`src/rtl/shuffled_card_deck_pkg.sv`:
```
// Shared types and constants for the shuffled card deck: card ranks, deck
// geometry, LFSR taps and deck state encodings.
package shuffled_card_deck_pkg;

  localparam int unsigned DECK_SIZE = 52;
  localparam int unsigned RANKS     = 13;
  localparam int unsigned IDX_W     = 6;
  localparam int unsigned LFSR_W    = 16;
  localparam int unsigned RANK_W    = 4;

  localparam logic [LFSR_W-1:0] LFSR_TAPS = 16'hB400;

  typedef logic [RANK_W-1:0] rank_t;

  localparam rank_t RANK_ACE   = 4'd1;
  localparam rank_t RANK_TWO   = 4'd2;
  localparam rank_t RANK_THREE = 4'd3;
  localparam rank_t RANK_FOUR  = 4'd4;
  localparam rank_t RANK_FIVE  = 4'd5;
  localparam rank_t RANK_SIX   = 4'd6;
  localparam rank_t RANK_SEVEN = 4'd7;
  localparam rank_t RANK_EIGHT = 4'd8;
  localparam rank_t RANK_NINE  = 4'd9;
  localparam rank_t RANK_TEN   = 4'd10;
  localparam rank_t RANK_JACK  = 4'd11;
  localparam rank_t RANK_QUEEN = 4'd12;
  localparam rank_t RANK_KING  = 4'd13;

  typedef enum logic [1:0] {
    S_FILL    = 2'd0,
    S_SHUFFLE = 2'd1,
    S_READY   = 2'd2,
    S_DEAL    = 2'd3
  } deck_state_e;

  // Smallest 2^n-1 that covers idx, so a masked LFSR draw lands in range often.
  function automatic logic [IDX_W-1:0] idx_mask(input logic [IDX_W-1:0] idx);
    logic [IDX_W-1:0] m;
    m = '0;
    for (int b = 0; b < int'(IDX_W); b++) begin
      if (m < idx) m = {m[IDX_W-2:0], 1'b1};
    end
    return m;
  endfunction

endpackage

```
`src/rtl/shuffled_card_deck_lfsr.sv`:
```
// deck_lfsr: free-running 16-bit Galois LFSR (taps 16'hB400), reloaded with
// SEED on synchronous reset.
module deck_lfsr
  import shuffled_card_deck_pkg::*;
#(
  parameter logic [LFSR_W-1:0] SEED = 16'hACE1
) (
  input  logic              i_clk,
  input  logic              i_reset,
  output logic [LFSR_W-1:0] o_lfsr
);

  logic [LFSR_W-1:0] r_lfsr;

  always_ff @(posedge i_clk) begin
    if (i_reset) begin
      r_lfsr <= SEED;
    end else begin
      r_lfsr <= {1'b0, r_lfsr[LFSR_W-1:1]} ^ (r_lfsr[0] ? LFSR_TAPS : '0);
    end
  end

  assign o_lfsr = r_lfsr;

endmodule

```
`src/rtl/shuffled_card_deck.sv`:
```
// Shuffled 52-card shoe: fill, Fisher-Yates shuffle from a free-running LFSR,
// then one card per accepted request. Define DECK_FIXED_ORDER_EN to skip the
// shuffle and deal in fill order.
module shuffled_card_deck
  import shuffled_card_deck_pkg::*;
#(
  parameter int unsigned       DECK_SIZE = shuffled_card_deck_pkg::DECK_SIZE,
  parameter logic [LFSR_W-1:0] LFSR_SEED = 16'hACE1
) (
  input  logic              i_clk,
  input  logic              i_reset,
  input  logic              i_drawRequest,
  output logic [RANK_W-1:0] o_card,
  output logic              o_cardValid,
  output logic              o_ready,
  output logic              o_shuffling,
  output logic [IDX_W-1:0]  o_cardsRemaining
);

  deck_state_e r_state;
  deck_state_e w_state_next;

  rank_t            r_deck [DECK_SIZE];
  logic [IDX_W-1:0] r_idx;
  logic [IDX_W-1:0] r_ptr;
  logic [IDX_W-1:0] r_remaining;
  rank_t            r_card;
  logic             r_card_valid;
  logic             r_ready;
  logic             r_shuffling;

  logic [LFSR_W-1:0] w_lfsr;
  logic [LFSR_W-1:0] w_pick;
  logic [IDX_W-1:0]  w_pick_idx;
  logic [IDX_W-1:0]  w_rem_next;
  logic              w_fill;
  logic              w_swap;
  logic              w_deal;

  deck_lfsr #(.SEED(LFSR_SEED)) u_lfsr (
    .i_clk   (i_clk),
    .i_reset (i_reset),
    .o_lfsr  (w_lfsr)
  );

  assign w_pick     = w_lfsr & LFSR_W'(idx_mask(r_idx));
  assign w_pick_idx = w_pick[IDX_W-1:0];

  // Next state and per-cycle datapath strobes.
  always_comb begin
    w_state_next = r_state;
    w_rem_next   = r_remaining;
    w_fill       = 1'b0;
    w_swap       = 1'b0;
    w_deal       = 1'b0;
    case (r_state)
      S_FILL: begin
        w_fill = 1'b1;
`ifdef DECK_FIXED_ORDER_EN
        w_state_next = S_READY;
        w_rem_next   = IDX_W'(DECK_SIZE);
`else
        w_state_next = S_SHUFFLE;
`endif
      end
      S_SHUFFLE: begin
        if (w_pick <= LFSR_W'(r_idx)) begin
          w_swap = 1'b1;
          if (r_idx == IDX_W'(1)) begin
            w_state_next = S_READY;
            w_rem_next   = IDX_W'(DECK_SIZE);
          end
        end
      end
      S_READY: begin
        if (r_remaining == '0) begin
          w_state_next = S_FILL;
        end else if (i_drawRequest) begin
          w_deal       = 1'b1;
          w_rem_next   = r_remaining - IDX_W'(1);
          w_state_next = S_DEAL;
        end
      end
      S_DEAL: begin
        w_state_next = S_READY;
      end
      default: begin
        w_state_next = S_FILL;
      end
    endcase
  end

  // State, pointers and registered outputs; flags are derived from next state.
  always_ff @(posedge i_clk) begin
    if (i_reset) begin
      r_state      <= S_FILL;
      r_idx        <= '0;
      r_ptr        <= '0;
      r_remaining  <= '0;
      r_card       <= '0;
      r_card_valid <= 1'b0;
      r_ready      <= 1'b0;
      r_shuffling  <= 1'b1;
    end else begin
      r_state      <= w_state_next;
      r_remaining  <= w_rem_next;
      r_card_valid <= w_deal;
      r_ready      <= (w_state_next == S_READY) && (w_rem_next != '0);
      r_shuffling  <= (w_state_next == S_FILL) || (w_state_next == S_SHUFFLE);
      if (w_fill) begin
        r_idx <= IDX_W'(DECK_SIZE - 1);
        r_ptr <= '0;
      end else if (w_swap) begin
        r_idx <= r_idx - IDX_W'(1);
      end
      if (w_deal) begin
        r_card <= r_deck[r_ptr];
        r_ptr  <= r_ptr + IDX_W'(1);
      end
    end
  end

  // Deck is a flat register file so a swap of two arbitrary slots is one cycle.
  always_ff @(posedge i_clk) begin
    if (!i_reset) begin
      for (int k = 0; k < int'(DECK_SIZE); k++) begin
        if (w_fill) begin
          r_deck[k] <= RANK_W'((k % int'(RANKS)) + 1);
        end else if (w_swap && (r_idx == IDX_W'(k))) begin
          r_deck[k] <= r_deck[w_pick_idx];
        end else if (w_swap && (w_pick_idx == IDX_W'(k))) begin
          r_deck[k] <= r_deck[r_idx];
        end
      end
    end
  end

  assign o_card           = r_card;
  assign o_cardValid      = r_card_valid;
  assign o_ready          = r_ready;
  assign o_shuffling      = r_shuffling;
  assign o_cardsRemaining = r_remaining;

endmodule
```
`config.mk`:
```
export PLATFORM = sky130hd
export DESIGN_NAME = shuffled_card_deck
export DESIGN_NICKNAME = d
export VERILOG_FILES = /design/src/rtl/shuffled_card_deck_pkg.sv /design/src/rtl/shuffled_card_deck_lfsr.sv /design/src/rtl/shuffled_card_deck.sv
export SDC_FILE = /design/constraint.sdc
export NUM_CORES = 1
export LEC_CHECK = 0
export BUFFER_PORTS_ARGS = -buffer_cell sky130_fd_sc_hd__buf_2
export CAP_MARGIN = 20
export CORE_MARGIN = 2
export CORE_UTILIZATION = 35
export DETAILED_ROUTE_END_ITERATION = 7
export SLEW_MARGIN = 30
export SYNTH_ARGS = -nofsm -noshare
export SYNTH_HDL_FRONTEND = slang
export SYNTH_SLANG_ARGS = --single-unit
export TNS_END_PERCENT = 100
```
`constraint.sdc`:
```
create_clock -name i_clk -period 12.3 [get_ports i_clk]
set_clock_uncertainty 0.2 [all_clocks]
set_input_delay 1.23 -clock i_clk [delete_from_list [all_inputs] [get_ports i_clk]]
set_output_delay 1.23 -clock i_clk [all_outputs]
set_load 0.02 [all_outputs]
```
==> results of run 1 <==
-- placed cells by master, fill, tap and decap left out, types with 22 or more instances in the layout --
master / instances
nand2_1: 210
edfxtp_1: 208
nor2_1: 141
mux4_2: 131
o22ai_1: 99
a22oi_1: 82
nand3_1: 82
buf_4: 55
a21oi_1: 54
o211ai_1: 46
o21ai_0: 38
dfxtp_1: 38
clkbuf_16: 31
nor3_1: 29
a211oi_1: 28
ha_1: 26
inv_1: 25
o21a_1: 23
or3_1: 22
-- flip-flops by register name, indices dropped and copies added, names as in the netlist --
register	cells
u_lfsr.o_lfsr	16
o_card	4
o_ready	1
o_shuffling	1
r_state	2
r_deck	208
r_ptr	6
o_cardsRemaining	6
r_idx	6
o_cardValid	1
-- per-stage QoR --
| stage | instances | total power, W | hold WS [ps] | area (sq um) |
|---|---|---|---|---|
| 2_1_floorplan | 1719 | 0.001489 | 189.5 | 17870 |
| 3_3_place_gp | 2309 | 0.001795 | 194.5 | 18660 |
| 3_5_place_dp | 2309 | 0.001797 | 196.2 | 18670 |
| 4_1_cts | 2363 | 0.002738 | 205.7 | 19700 |
| 5_1_grt | 2365 | 0.002829 | 231.1 | 19730 |
| 6_report | 2369 | 0.002787 | 205.4 | 19740 |
-- worst paths after layout --
check	startpoint	end
max	r_idx[1]$_SDFFE_PP0P_	r_deck[6][1]$_DFFE_PP_
min	u_lfsr.o_lfsr[12]$_SDFF_PP0_	u_lfsr.o_lfsr[11]$_SDFF_PP1_
max reg2reg	r_idx[1]$_SDFFE_PP0P_	r_deck[6][1]$_DFFE_PP_
min reg2reg	u_lfsr.o_lfsr[12]$_SDFF_PP0_	u_lfsr.o_lfsr[11]$_SDFF_PP1_
-- routing by layer --
layer | vias to the layer above | GRT usage | share of wire
li1 | 6790 | - | -
met5 | - | 0.002757 | 0
met4 | 0 | 0.1706 | 0.073
met1 | 8146 | 0.3566 | 0.35
met3 | 338 | 0.1127 | 0.16
met2 | 1568 | 0.4131 | 0.42
-- cells by family after synthesis --
kind of cell | count (synthesis) | synth area share
adder cells (fa/ha/maj) | 26 | 0.01820
AND/OR/NAND/NOR | 582 | 0.1499
AO/OA/AOI/OAI | 508 | 0.2044
buffers and inverters | 185 | 0.04452
XOR/XNOR | 8 | 0.003920
multiplexers | 159 | 0.1814
flip-flops | 251 | 0.3976
-- critical path, delay by kind of cell (launching register included) --
kind | cells | cell delay, ps
simple gates | 12 | 3890
mux | 1 | 360
flops | 1 | 320
compound gates | 14 | 4030
fa+ha+maj | 6 | 2030
buf+inv | 4 | 640
-- area by class of cell --
type                       instances  area [sq um]
antenna                            4         10.01
inverter                          32         120.1
sequential                       251          7118
tap                              672         840.8
fill                            4850         30530
multi-input combinational       1283         10080
timing repair buffer              73         539.3
clock inverter                    19         244.0
clock buffer                      35         790.8
-- where the power goes --
group / total, W / switching (W) / internal (W)
registers: 0.000976 / 0.0000264 / 0.000950
logic: 0.000856 / 0.000630 / 0.000226
clock network: 0.000955 / 0.000389 / 0.000565
==> reports/metrics.yaml, run 1 <==
outcome: "completed"
clkSlewWorstSetupHoldPaths_ps: 60
critPathMaxStageDelay_ps: 710
power_density_mw_per_mm2: 141.2
start_util: 0.3555
hp-class: "flop to flop"
rsz0062_at_grt: "no"
synth.most_common_cell: "nand2_1"
synthDistinctLibCells: 80
nets: 1700
synth_cells: 1719
power_leakage_nw: 5.876
max_cap_violations: 0
r2r_setup_slack_ps: 520
finalWirelength_mm: 76.71
grtUsageTotal: 0.2849
cts_hold_buf: 0
clk_latency_ps: 590
synth-edff-count: 208
grt_pass1_vias: 15920
place_congestion: 1.017
synth_fp_nets: 1748
grt_max_degree: 56
post_drt_wl_per_cell_um: 32.38
finalCriticalPeriod_ps: 11780
syn2layout_area_growth_pct: 10.47
dieArea_sq_mm: 0.05289
yosysTopAreaCellShare: 0.3495
worst_slack_ps: 520.0
slew_headroom: 0.3417
dr.first_iter.drc_count: 2907
worstSetupPathType: "flop to flop"
finalSetupViolCount: 0
peakVddDrop_mv: 0.09139
crit_path_end_kind: "flop"
synthesis.area_sq_mm: 0.01787
ys_warn_count: 0
antenna_found_initial: 0
dp_hpwl_mm: 52.55
drv_slew: 0
ant_nets: 0
drc_errors: 0
crit_path_start_kind: "flop"
crit_fanout: 16
clockBufferDepth: 3
ys.flop_type: "edfxtp_1"
post_cts_buffers: 0
final.setup.tns_ps: 0
overflow: 0
postCtsResizedCells: 0
cp.arrival_ps: 11860
hold_viol: 0
seq_area_frac_synth: 0.3976
port_buffers: 15
critPathRequiredTime_ps: 12380
hold_depth: 1
core_sq_mm: 0.05027
via_per_inst: 7.109
cts_sinks: 251
cts_tree: "built"
postSynth.asyncResetShare: 0
vias: 16840
r2r_cells: 37
max_freq_ghz: 0.08489
cts_max_level: 1
root_buffer: "clkbuf_16"
synth-seq-cells: 251
num_rows: 82
synth_area_leaders: "edfxtp_1, mux4_2, dfxtp_1"
dieHeight_um: 230.0
post-route-period-util: 0.9577
cpMaxStageDelayCell: "nor2_1"
synth_top_cell_by_area: "edfxtp_1"
grt_first_pass_wirelength_mm: 111.2
place_ws_ps: 973.5
fin_util: 0.3927
syn_avg_cell_area_sq_um: 10.40
firstDrtPassIters: 6
die_x_um: 230.0
ioPinCount: 16
worst_pin_slew_ps: 987.4
numCtsBuffers: 30
drive_gt1_frac: 0.1867
synth_commonest_cells: "nand2_1, edfxtp_1, nor2_1, mux4_2, o22ai_1"
Power figures use the tool's default switching activity.
==> run 2, diff against run 1 <==
- CTS_BUF_LIST: unset -> sky130_fd_sc_hd__clkbuf_2
==> run 2 against run 1 <==
Against the previous run:
- critical path depth stayed put
- combinational power rose by 0.8%
- highest routed layer is now met5
- register-to-register slack lost 120 ps
- largest cell class unchanged
- non-clock buffer count did not move
- via count rose by 2.6%
==> reports/metrics.yaml, run 2 (synthesis gave the netlist of run 1 again) <==
final.setup.tns_ps: 0  # unchanged
power_density_mw_per_mm2: 131.7  # -6.7%
post-route-period-util: 0.9673  # +0.009572
post_cts_buffers: 0  # unchanged
firstDrtPassIters: 6  # unchanged
numCtsBuffers: 74  # +150%
clkSlewWorstSetupHoldPaths_ps: 130  # +70 ps
cp.arrival_ps: 12370  # +510 ps
hp-start: "u_lfsr.o_lfsr[12]$_SDFF_PP0_"
outcome: "completed"
cpMaxStageDelayCell: "nor2_1"
clk_latency_ps: 1140  # +550 ps
power_leakage_nw: 5.924  # +0.82%
port_buffers: 15  # unchanged
dp_hpwl_mm: 52.55  # unchanged
die_x_um: 230.0  # unchanged
cts_max_level: 3  # +2
rsz0062_at_grt: "no"
largest_register: "r_deck"
ant_nets: 0  # unchanged
finalSetupViolCount: 0  # unchanged
hp-class: "flop to flop"
grt_max_degree: 56  # unchanged
crit_path_end_kind: "flop"
drive_gt1_frac: 0.2192  # +0.03250
ioPinCount: 16  # unchanged
worst_slack_ps: 402.3  # -117.7 ps
dieHeight_um: 230.0  # unchanged
critPathRequiredTime_ps: 12770  # +390 ps
num_rows: 82  # unchanged
max_cap_violations: 0  # unchanged
hold_viol: 0  # unchanged
finalWirelength_mm: 77.96  # +1.6%
crit_path_start_kind: "flop"
grt_pass1_vias: 16450  # +3.3%
postCtsResizedCells: 0  # unchanged
place_congestion: 1.017  # unchanged
root_buffer: "clkbuf_2"
seq_area_sq_mm: 0.007118  # unchanged
via_per_inst: 7.042  # -0.95%
worst_pin_slew_ps: 1017  # +29.78 ps
largest_reg_flops: 208  # unchanged
place_ws_ps: 973.5  # unchanged
reg2reg_from: "r_idx[1]$_SDFFE_PP0P_"
cts_sinks: 251  # unchanged
start_util: 0.3555  # unchanged
critPathMaxStageDelay_ps: 710  # about the same
syn2layout_area_growth_pct: 8.876
r2r_cells: 37  # unchanged
cts_hold_buf: 0  # unchanged
overflow: 0  # unchanged
peakVddDrop_mv: 0.08049  # -12%
final_cell_mix: "nand2_1, edfxtp_1, nor2_1"
antenna_found_initial: 4  # +4
finalCriticalPeriod_ps: 11900  # +117.7 ps
cts_tree: "built"
dr.first_iter.drc_count: 3014  # +3.7%
max_freq_ghz: 0.08405  # -0.99%
multi_input_area_sq_mm: 0.01008  # unchanged
hold_depth: 1  # unchanged
nets: 1744  # +2.6%
grtUsageTotal: 0.2920  # +0.007110
core_sq_mm: 0.05027  # unchanged
crit_start: "r_idx[1]$_SDFFE_PP0P_"
drc_errors: 0  # unchanged
drv_slew: 0  # unchanged
slew_headroom: 0.3205  # -0.02125
worstSetupPathType: "flop to flop"
vias: 17270  # +2.6%
post_drt_wl_per_cell_um: 31.78  # -1.9%
final_common_cell: "nand2_1"
dieArea_sq_mm: 0.05289  # unchanged
crit_fanout: 16  # unchanged
fillers: 4975  # +2.6%
grt_first_pass_wirelength_mm: 113.4  # +2.0%
clockBufferDepth: 3  # unchanged
## run 2: cell count changes in the layout (fill, tap and decap cells not counted), moves of 2 or more
cell	change
bufinv_16	-2
clkbuf_1	-4
clkbuf_16	-31
clkbuf_2	+106
clkinv_1	+13
clkinv_2	+4
clkinv_4	-2
diode_2	+2
## run 2: routing by layer
| layer | share of wire | global-route usage | vias to the layer above |
|---|---|---|---|
| li1 | - | - | 6905 |
| met1 | 0.34 | 0.3609 | 8306 |
| met2 | 0.42 | 0.4180 | 1679 |
| met3 | 0.17 | 0.1250 | 381 |
| met4 | 0.073 | 0.1833 | 2 |
| met5 | 0.00017 | 0 | - |
## run 2: path summary, 6_finish.rpt
kind,slack [ps],to
hold reg to reg,210,u_lfsr.o_lfsr[11]$_SDFF_PP1_
setup / recovery,400,r_deck[10][0]$_DFFE_PP_
setup reg to reg,400,r_deck[10][0]$_DFFE_PP_
hold / removal,210,u_lfsr.o_lfsr[11]$_SDFF_PP1_
## run 2: critical path, delay by kind of cell, from the launching register on
kind | cells | cell delay (ps)
simple gates | 12 | 3820
compound gates | 14 | 4010
flops | 1 | 340
buf+inv | 4 | 640
mux | 1 | 360
fa+ha+maj | 6 | 2030
## run 2: final cells by class
class / count / share of cell area
Antenna cell: 6 / 0.0007716
Clock inverter: 30 / 0.01087
Multi-Input combinational cell: 1283 / 0.5180
Tap cell: 672 / 0.04321
Inverter: 32 / 0.006172
Clock buffer: 106 / 0.02726
Timing Repair Buffer: 73 / 0.02790
Sequential cell: 251 / 0.3658
## run 2: report_power, final
group	switching, W	internal (W)
clock network	0.000426	0.000298
registers	0.0000266	0.000948
logic	0.000636	0.000227
total	0.00109	0.00147
## run 2: through the flow
stage	cells	cell area [sq um]	hold WS (ps)	total power (W)	utilization
2_1_floorplan	1719	17870	189.5	0.001489	-
3_3_place_gp	2309	18660	194.5	0.001795	0.3712
3_5_place_dp	2309	18670	196.2	0.001797	0.3713
4_1_cts	2445	19410	214.2	0.002508	0.3861
5_1_grt	2450	19450	243.8	0.002618	0.3869
6_report	2453	19460	212.6	0.002562	0.3871
